===== src/rtl/fetch_pkg.sv =====
// fetch_pkg: shared sizing and encoding constants for the instruction
// fetch stage and its instruction memory.
package fetch_pkg;
  localparam int INSTR_W = 32;
  localparam int PC_W    = 8;
  localparam int DEPTH   = 128;
  localparam int ADDR_W  = $clog2(DEPTH);
  localparam int CNT_W   = 16;

  // PC value the PC register holds while in reset; it is never fetched.
  localparam logic [PC_W-1:0]    RESET_PC  = 8'hFF;
  // Bubble encoding (MOV r0,r0).
  localparam logic [INSTR_W-1:0] NOP_INSTR = 32'hE1A00000;
endpackage


===== src/rtl/instr_mem.sv =====
// instr_mem: DEPTH x INSTR_W instruction memory.
//   clk    - write clock (rising edge)
//   we     - write enable
//   waddr  - write address
//   wdata  - write data
//   raddr  - combinational read address
//   rdata  - combinational read data
// A write and a read of the same address in one cycle return the old word;
// the new word is visible from the following cycle.
module instr_mem
  import fetch_pkg::*;
(
  input  logic               clk,
  input  logic               we,
  input  logic [ADDR_W-1:0]  waddr,
  input  logic [INSTR_W-1:0] wdata,
  input  logic [ADDR_W-1:0]  raddr,
  output logic [INSTR_W-1:0] rdata
);

  logic [INSTR_W-1:0] mem [DEPTH];

  always_ff @(posedge clk) begin
    if (we) begin
      mem[waddr] <= wdata;
    end
  end

  assign rdata = mem[raddr];

endmodule


===== src/rtl/instr_fetch_stage.sv =====
// instr_fetch_stage: reads the word addressed by PC_Current from the
// instruction memory and registers it with its PC into the IF/ID register.
//   clk, rst              - clock, asynchronous active-high reset
//   PC_Current            - PC from the PC register
//   imem_we/waddr/wdata   - loader write port into the instruction memory
//   flush                 - kill the instruction held in IF/ID
//   id_ready              - decode accepts IF/ID this cycle
//   id_valid/instr/pc     - IF/ID register contents
//   pc_hold               - combinational enable-inhibit for the PC register
//   fetch_fault           - sticky out-of-range fetch flag
//   fetch_count           - saturating count of valid instructions captured
module instr_fetch_stage
  import fetch_pkg::*;
(
  input  logic               clk,
  input  logic               rst,
  input  logic [PC_W-1:0]    PC_Current,
  input  logic               imem_we,
  input  logic [ADDR_W-1:0]  imem_waddr,
  input  logic [INSTR_W-1:0] imem_wdata,
  input  logic               flush,
  input  logic               id_ready,
  output logic               id_valid,
  output logic [INSTR_W-1:0] id_instr,
  output logic [PC_W-1:0]    id_pc,
  output logic               pc_hold,
  output logic               fetch_fault,
  output logic [CNT_W-1:0]   fetch_count
);

  localparam logic [PC_W-1:0] DEPTH_PC = PC_W'(DEPTH);

  function automatic logic [CNT_W-1:0] sat_inc(input logic [CNT_W-1:0] c);
    return (c == {CNT_W{1'b1}}) ? c : c + CNT_W'(1);
  endfunction

  logic [INSTR_W-1:0] rdata_p0;
  logic               fetch_ok_p0;
  logic               out_of_range_p0;
  logic               stall;

  logic               vld_p1;
  logic [INSTR_W-1:0] instr_p1;
  logic [PC_W-1:0]    pc_p1;
  logic               fault_q;
  logic [CNT_W-1:0]   count_q;

  instr_mem u_imem (
    .clk   (clk),
    .we    (imem_we),
    .waddr (imem_waddr),
    .wdata (imem_wdata),
    .raddr (PC_Current[ADDR_W-1:0]),
    .rdata (rdata_p0)
  );

  // ---- p0: combinational fetch at PC_Current ----
  // Out-of-range PCs must never alias onto a wrapped memory index.
  assign out_of_range_p0 = (PC_Current >= DEPTH_PC) && (PC_Current != RESET_PC);
  assign fetch_ok_p0     = (PC_Current != RESET_PC) && (PC_Current < DEPTH_PC);

  // Bubbles never stall, so id_ready only matters while IF/ID is valid.
  assign stall   = vld_p1 && !id_ready;
  assign pc_hold = stall && !flush;

  // ---- p1: IF/ID register ----
  always_ff @(posedge clk or posedge rst) begin
    if (rst) begin
      vld_p1   <= 1'b0;
      instr_p1 <= NOP_INSTR;
      pc_p1    <= RESET_PC;
      fault_q  <= 1'b0;
      count_q  <= '0;
    end else if (flush) begin
      vld_p1   <= 1'b0;
      instr_p1 <= NOP_INSTR;
      pc_p1    <= PC_Current;
    end else if (!stall) begin
      vld_p1   <= fetch_ok_p0;
      instr_p1 <= fetch_ok_p0 ? rdata_p0 : NOP_INSTR;
      pc_p1    <= PC_Current;
      if (fetch_ok_p0) begin
        count_q <= sat_inc(count_q);
      end
      if (out_of_range_p0) begin
        fault_q <= 1'b1;
      end
    end
  end

  assign id_valid    = vld_p1;
  assign id_instr    = instr_p1;
  assign id_pc       = pc_p1;
  assign fetch_fault = fault_q;
  assign fetch_count = count_q;

endmodule


===== config.mk =====
export PLATFORM = sky130hd
export DESIGN_NAME = instr_fetch_stage
export DESIGN_NICKNAME = d
export VERILOG_FILES = /design/src/rtl/fetch_pkg.sv /design/src/rtl/instr_mem.sv /design/src/rtl/instr_fetch_stage.sv
export SDC_FILE = /design/constraint.sdc
export NUM_CORES = 2
export LEC_CHECK = 0
export BUFFER_PORTS_ARGS = -buffer_cell sky130_fd_sc_hd__buf_2
export CAP_MARGIN = 25
export CORE_MARGIN = 4
export CORE_UTILIZATION = 33
export CTS_CLUSTER_SIZE = 10
export DETAILED_ROUTE_END_ITERATION = 10
export PLACE_DENSITY = 0.44
export SYNTH_ARGS = -nofsm -noshare
export SYNTH_HDL_FRONTEND = slang
export SYNTH_SLANG_ARGS = --single-unit

===== constraint.sdc =====
create_clock -name clk -period 2.5 [get_ports clk]
set_input_delay 0.125 -clock clk [delete_from_list [all_inputs] [get_ports clk]]
set_output_delay 0.125 -clock clk [all_outputs]
set_load 0.01 [all_outputs]

### Word level (Yosys, flattened, before mapping)

Memory sizes are Yosys's and may differ from the RTL's.
Index checks and enable logic that the tools add are counted.

| word-level totals | value |
|---|---|
| memory bits (writable) | 4096 |
| input bits | 52 |
| memories | 1 |
| register bits after elaboration | 58 |

Memories:

| name | words | bits a word | rd ports | clocked after Yosys merged registers in | write ports | line | RTL |
|---|---|---|---|---|---|---|---|
| u_imem.mem | 128 | 32 | 1 | 0 | 1 | instr_mem.sv:21 | `logic [INSTR_W-1:0] mem [DEPTH];` |

| cells by class | value |
|---|---|
| magnitude comparators | 2 |
| add/sub/neg operators | 1 |
| reductions and logical operators | 8 |
| bitwise gates (word level) | 3 |
| equality and inequality tests | 3 |
| multiplexer cells | 9 |

Operator list:

| kind | count |
|---|---|
| 32-bit two-way mux | 3 |
| 16-bit by 1-bit adder with 16-bit output, second input constant | 1 |
| 16-bit equality test, second input constant | 1 |
| 8-bit two-way mux | 2 |
| 8-bit greater-or-equal comparator, second input constant | 1 |
| 8-bit less-than comparator, second input constant | 1 |
| 8-bit != test, second input constant | 1 |
| 1-bit logical AND | 4 |
| 1-bit two-way mux | 4 |
| 4-bit AND reduction | 1 |
| 1-bit inverter | 3 |
| 3-bit AND reduction | 1 |
| 1-bit logical NOT | 2 |
| 2-bit != test, second input constant | 1 |

### Depth between registers and ports, before layout

| logic depth | value |
|---|---|
| depth after elaboration | 5 |
| depth in mapped cells | 11 |
| gate-level depth less buffers | 7 |

### Modules after synthesis

Synthesis repeated with hierarchy kept, for this count alone.

| second synthesis, totals | value |
|---|---|
| cells, all modules | 6151 |
| area, all modules | 158059.1 µm² |

Modules (own cells, without submodules):

| module | seq. area each (µm²) | times used | cells an instance | area an instance (µm²) |
|---|---|---|---|---|
| instr_mem | 122998.0 | 1 | 5958 | 155635.5 |
| instr_fetch_stage | 1468.9 | 1 | 193 | 2423.6 |

### Worst setup path after synthesis

Ideal clock, no wire load.

| path | value |
|---|---|
| path type | input -> register |
| start point | input imem_we |
| end point | memory u_imem.mem[98][0], enable pin |
| path slack | -0.864 ns |
| arrival | 2.903 ns |
| library setup time | 0.461 ns |
| required time | 2.039 ns |
| path buffers | 1 |
| stages on the path | 3 |
| cell sequence | clkbuf_1 nand4_1 nor3_1 |

| on the way | value |
|---|---|
| word-level cells in the longest chain between the ends | 2 |

Ends and longest elaborated chain:

| what | line | RTL |
|---|---|---|
| start, declared | instr_fetch_stage.sv:18 | `input logic imem_we,` |
| 1-bit two-way mux | instr_mem.sv:24 | `if (we) begin` |
| 1-bit two-way mux (not written as such) | instr_mem.sv:25 | `mem[waddr] <= wdata;` |
| end, declared | instr_mem.sv:21 |  |

No other way between the ends.

### Final worst setup path

| path | value |
|---|---|
| start point | memory u_imem.mem[63][14] |
| end point | register instr_p1[14], in the netlist id_instr[14] |

| on the way | value |
|---|---|
| word-level cells in the longest chain between the ends | 4 |

Ends and longest elaborated chain:

| what | line | RTL |
|---|---|---|
| memory 128 x 32 bit | n/a |  |
| 32-bit two-way mux | instr_fetch_stage.sv:80 | `instr_p1 <= fetch_ok_p0 ? rdata_p0 : NOP_INSTR;` |
| 32-bit two-way mux | instr_fetch_stage.sv:78 | `end else if (!stall) begin` |
| 32-bit two-way mux | instr_fetch_stage.sv:74 | `end else if (flush) begin` |
| end signal, assigned | instr_fetch_stage.sv:80 |  |
| end, declared | instr_fetch_stage.sv:43 | `logic [INSTR_W-1:0] instr_p1;` |

No other way between the ends. The select of a mux whose other input is x is not followed.
A chain may end at the register's enable or synchronous reset.

==> results.md <==
- Vias per cell: 5.40
- Placer congestion estimate: 0.797
- I/O Buffers: 110
- Critical path type: flip-flop to flip-flop
- Number of global-route vias before repair: 81961
- CP Max Fanout: 1
- CTS tree: yes
- Pins Over Slew Limit: 0
- Count of different cell masters after synthesis: 57
- Hold crit path type: primary input to flip-flop
- Reg clk slew, reported paths: 60 ps
- Worst Hold Depth: 2
- Clock root buffer: clkbuf_16
- Seq/Total Area, Yosys: 0.785
- Max layer used: met5
- DR WL/cell: 35.3 µm
- First-pass GRT wire length: 707000 µm
- Tmin final: 2750 ps
- CP Capture Type: flip-flop
- Post-Synth Adder-Cell Area: 0.0000789
- Clock Sinks: 4154
- Antenna violations before repair: 47
- Slew Limit Headroom: 0.265
- Grt ovf: 0
- Asr flop ratio synth: 0.0140
- Overall power: 148 mW
- Synth top area cells: edfxtp_1, mux4_2, mux2i_1
- Metal-1 WL: 227000 µm
- Maximum clock rate: 363 MHz
- End point of the worst hold path: u_imem.mem[79][25]$_DFFE_PP_
- Largest net degree at the start of global routing: 129
- Synth Area in Simple Gates: 0.0155
- Drc violations: 0
- Fraction of layout cells with a size suffix above 1: 0.356
- Net Count, Synth: 6889
- R2R cell count: 7
- Iteration-0 DRC Markers: 9317
- Main combinational cell family by area after synthesis: multiplexers
- Die height: 701 µm
- Avg Cell Area, Syn: 23.2 µm²
- Post-route cell area: 192000 µm²
- Die area: 491000 µm²
- Final count of hold timing violations: 0
- Pre-CTS setup slack: -1550 ps
- Placed instance area: 177000 µm²
- Worst-skew pair later-pin latency: 1010 ps
- Arrival @ worst endpoint: 3630 ps
- Final WL: 519000 µm
- Critical path startpoint category: flip-flop
- Cells after Synth: 6836
- Post-Place Cells: 13951
- Post-synthesis register bit count: 4154
- Ports: 111
- Final Skew: 67.1 ps
- Xor-xnor portion of the synthesized cell area: 0.000829
- Cts bufs inserted: 470
- Mux contribution to synthesized area: 0.164
- Final Non-Filler Cells: 14705
- Power density cells: 770 nW/µm²
- Overall routing resource usage: 0.208
- Worst Setup SP: u_imem.mem[63][14]$_DFFE_PP_
- Final Cycle Share: 1.10
- Failing checks: setup timing
- Setup ws final: -254 ps
- Final setup vio count: 5
- Fillcell total: 42390
- Final Hold Slack: 102 ps
- Starting density of the core: 0.331
- Largest buffer count on any clock path: 4
- Detail Route met2 WL: 248000 µm
- DR WL met3: 32400 µm
- Nets: 8139
- Post-route setup TNS: -343 ps
- Peak supply drop: 661 µV
- Area grow syn2layout: 21.0%
- H-tree depth: 5
- Status: finished with violations
- Routed Antenna Nets: 0
- Die width: 701 µm
- R2R Setup Slk: -250 ps
- First-pass DRT Iterations: 5
- DR vias: 79473
- Static leakage: 60.4 nW
- Hpwl dp: 323000 µm
- Share of the synthesized area in the top cell type: 0.776
- Slew @ Worst Pin: 1100 ps
- Final Core Density: 0.401
- FF-to-FF End: id_instr[14]$_DFFE_PP0N_
- Max cap viols: 0
- Most frequent cell after synthesis: edfxtp_1
- Synthesized area: 158000 µm²
- Post-synth top area cell: edfxtp_1
- Predominant post-synthesis flop cell: edfxtp_1
- FF-to-FF Start: u_imem.mem[63][14]$_DFFE_PP_
- HP Start: imem_wdata[25]
- Core Box Area: 479000 µm²
- Post-synthesis compound-gate area fraction: 0.0212
- Ys Warns: 0
- RSZ-0062 raised after global routing: true
- Worst Path Required: 3370 ps
- Number of flops mapped to enable cells by yosys: 4096
- Commonest cells post-synth: edfxtp_1, mux4_2, nor2_1, mux2i_1, nand2_1
- Row count: 254
-- sequential cells by signal (all words and copies together) (netlist names) --
register	flops
fetch_fault	1
id_valid	1
id_pc	8
id_instr	32
fetch_count	16
u_imem.mem	4096
-- cell families after synthesis --
group,count (synthesis)
xor+xnor,15
buf+inv,390
fa+ha+maj,1
simple gates,566
compound gates,458
mux,1252
flops,4154
-- worst max path at each step --
stage | slack (ps) | end
after floorplan | -860 | u_imem.mem[98][0]$_DFFE_PP_
after global placement | -1820 | id_instr[8]$_DFFE_PP0N_
after detailed placement | -1550 | id_instr[8]$_DFFE_PP0N_
after CTS | -250 | id_instr[14]$_DFFE_PP0N_
after global routing | -190 | id_instr[14]$_DFFE_PP0N_
final | -250 | id_instr[14]$_DFFE_PP0N_
-- critical path, cell delays in order, from the launching register on --
cell,delay (ps)
edfxtp_1,370
mux4_2,510
a221oi_2,250
buf_4,190
o211ai_1,440
nor3_4,660
buf_12,170
a221oi_2,30
-- area by class of cell --
cell class                      instances  area [µm²]  share of cell area
Inverter                                7        47.5            0.000248
Clock inverter                         50         532             0.00277
Sequential cell                      4154      124000               0.649
Antenna cell                           14        35.0            0.000183
Tap cell                             6400        8010              0.0418
Timing Repair Buffer                 1161       12500              0.0652
Clock buffer                          627       12500              0.0652
Multi-Input combinational cell       2292       33600               0.175
-- power breakdown --
part	total (mW)	switching, mW	internal, mW
combinational	9.29	5.65	3.64
clock	61.2	26.6	34.6
sequential	77.2	0.258	76.9
total	148	32.5	115
-- cells in the final DEF (no fill, tap or decap), types with 44 or more instances in the layout --
| cell | Yosys | final |
|---|---|---|
| nor2_4 | 0 | 133 |
| buf_4 | 62 | 712 |
| dlygate4sd3_1 | 0 | 59 |
| edfxtp_1 | 4096 | 4096 |
| clkbuf_1 | 132 | 145 |
| buf_2 | 138 | 73 |
| a22oi_1 | 98 | 98 |
| dfrtp_1 | 44 | 44 |
| mux2i_1 | 171 | 163 |
| nor2_1 | 238 | 97 |
| a21oi_1 | 86 | 85 |
| a221oi_1 | 79 | 64 |
| clkbuf_16 | 0 | 474 |
| nand2_1 | 160 | 149 |
| buf_12 | 0 | 297 |
| mux4_2 | 1076 | 1076 |
-- per-layer routing --
metal	global-route usage	vias up
met5	0	-
met4	0.0437	8
met3	0.0334	576
met2	0.338	2778
met1	0.297	44305
li1	-	31806
-- what timing repair did --
action / 4_1_cts / 5_1_grt
buffers inserted: 6 / 3
endpoints found under the hold margin: 4127 / 0
setup endpoints to repair: 25 / 31
hold buffers: 59 / 0
resized for setup: 98 / 31
pin swaps: 26 / 20
cloned: 0 / 0
(Power assumes the default switching activity.)
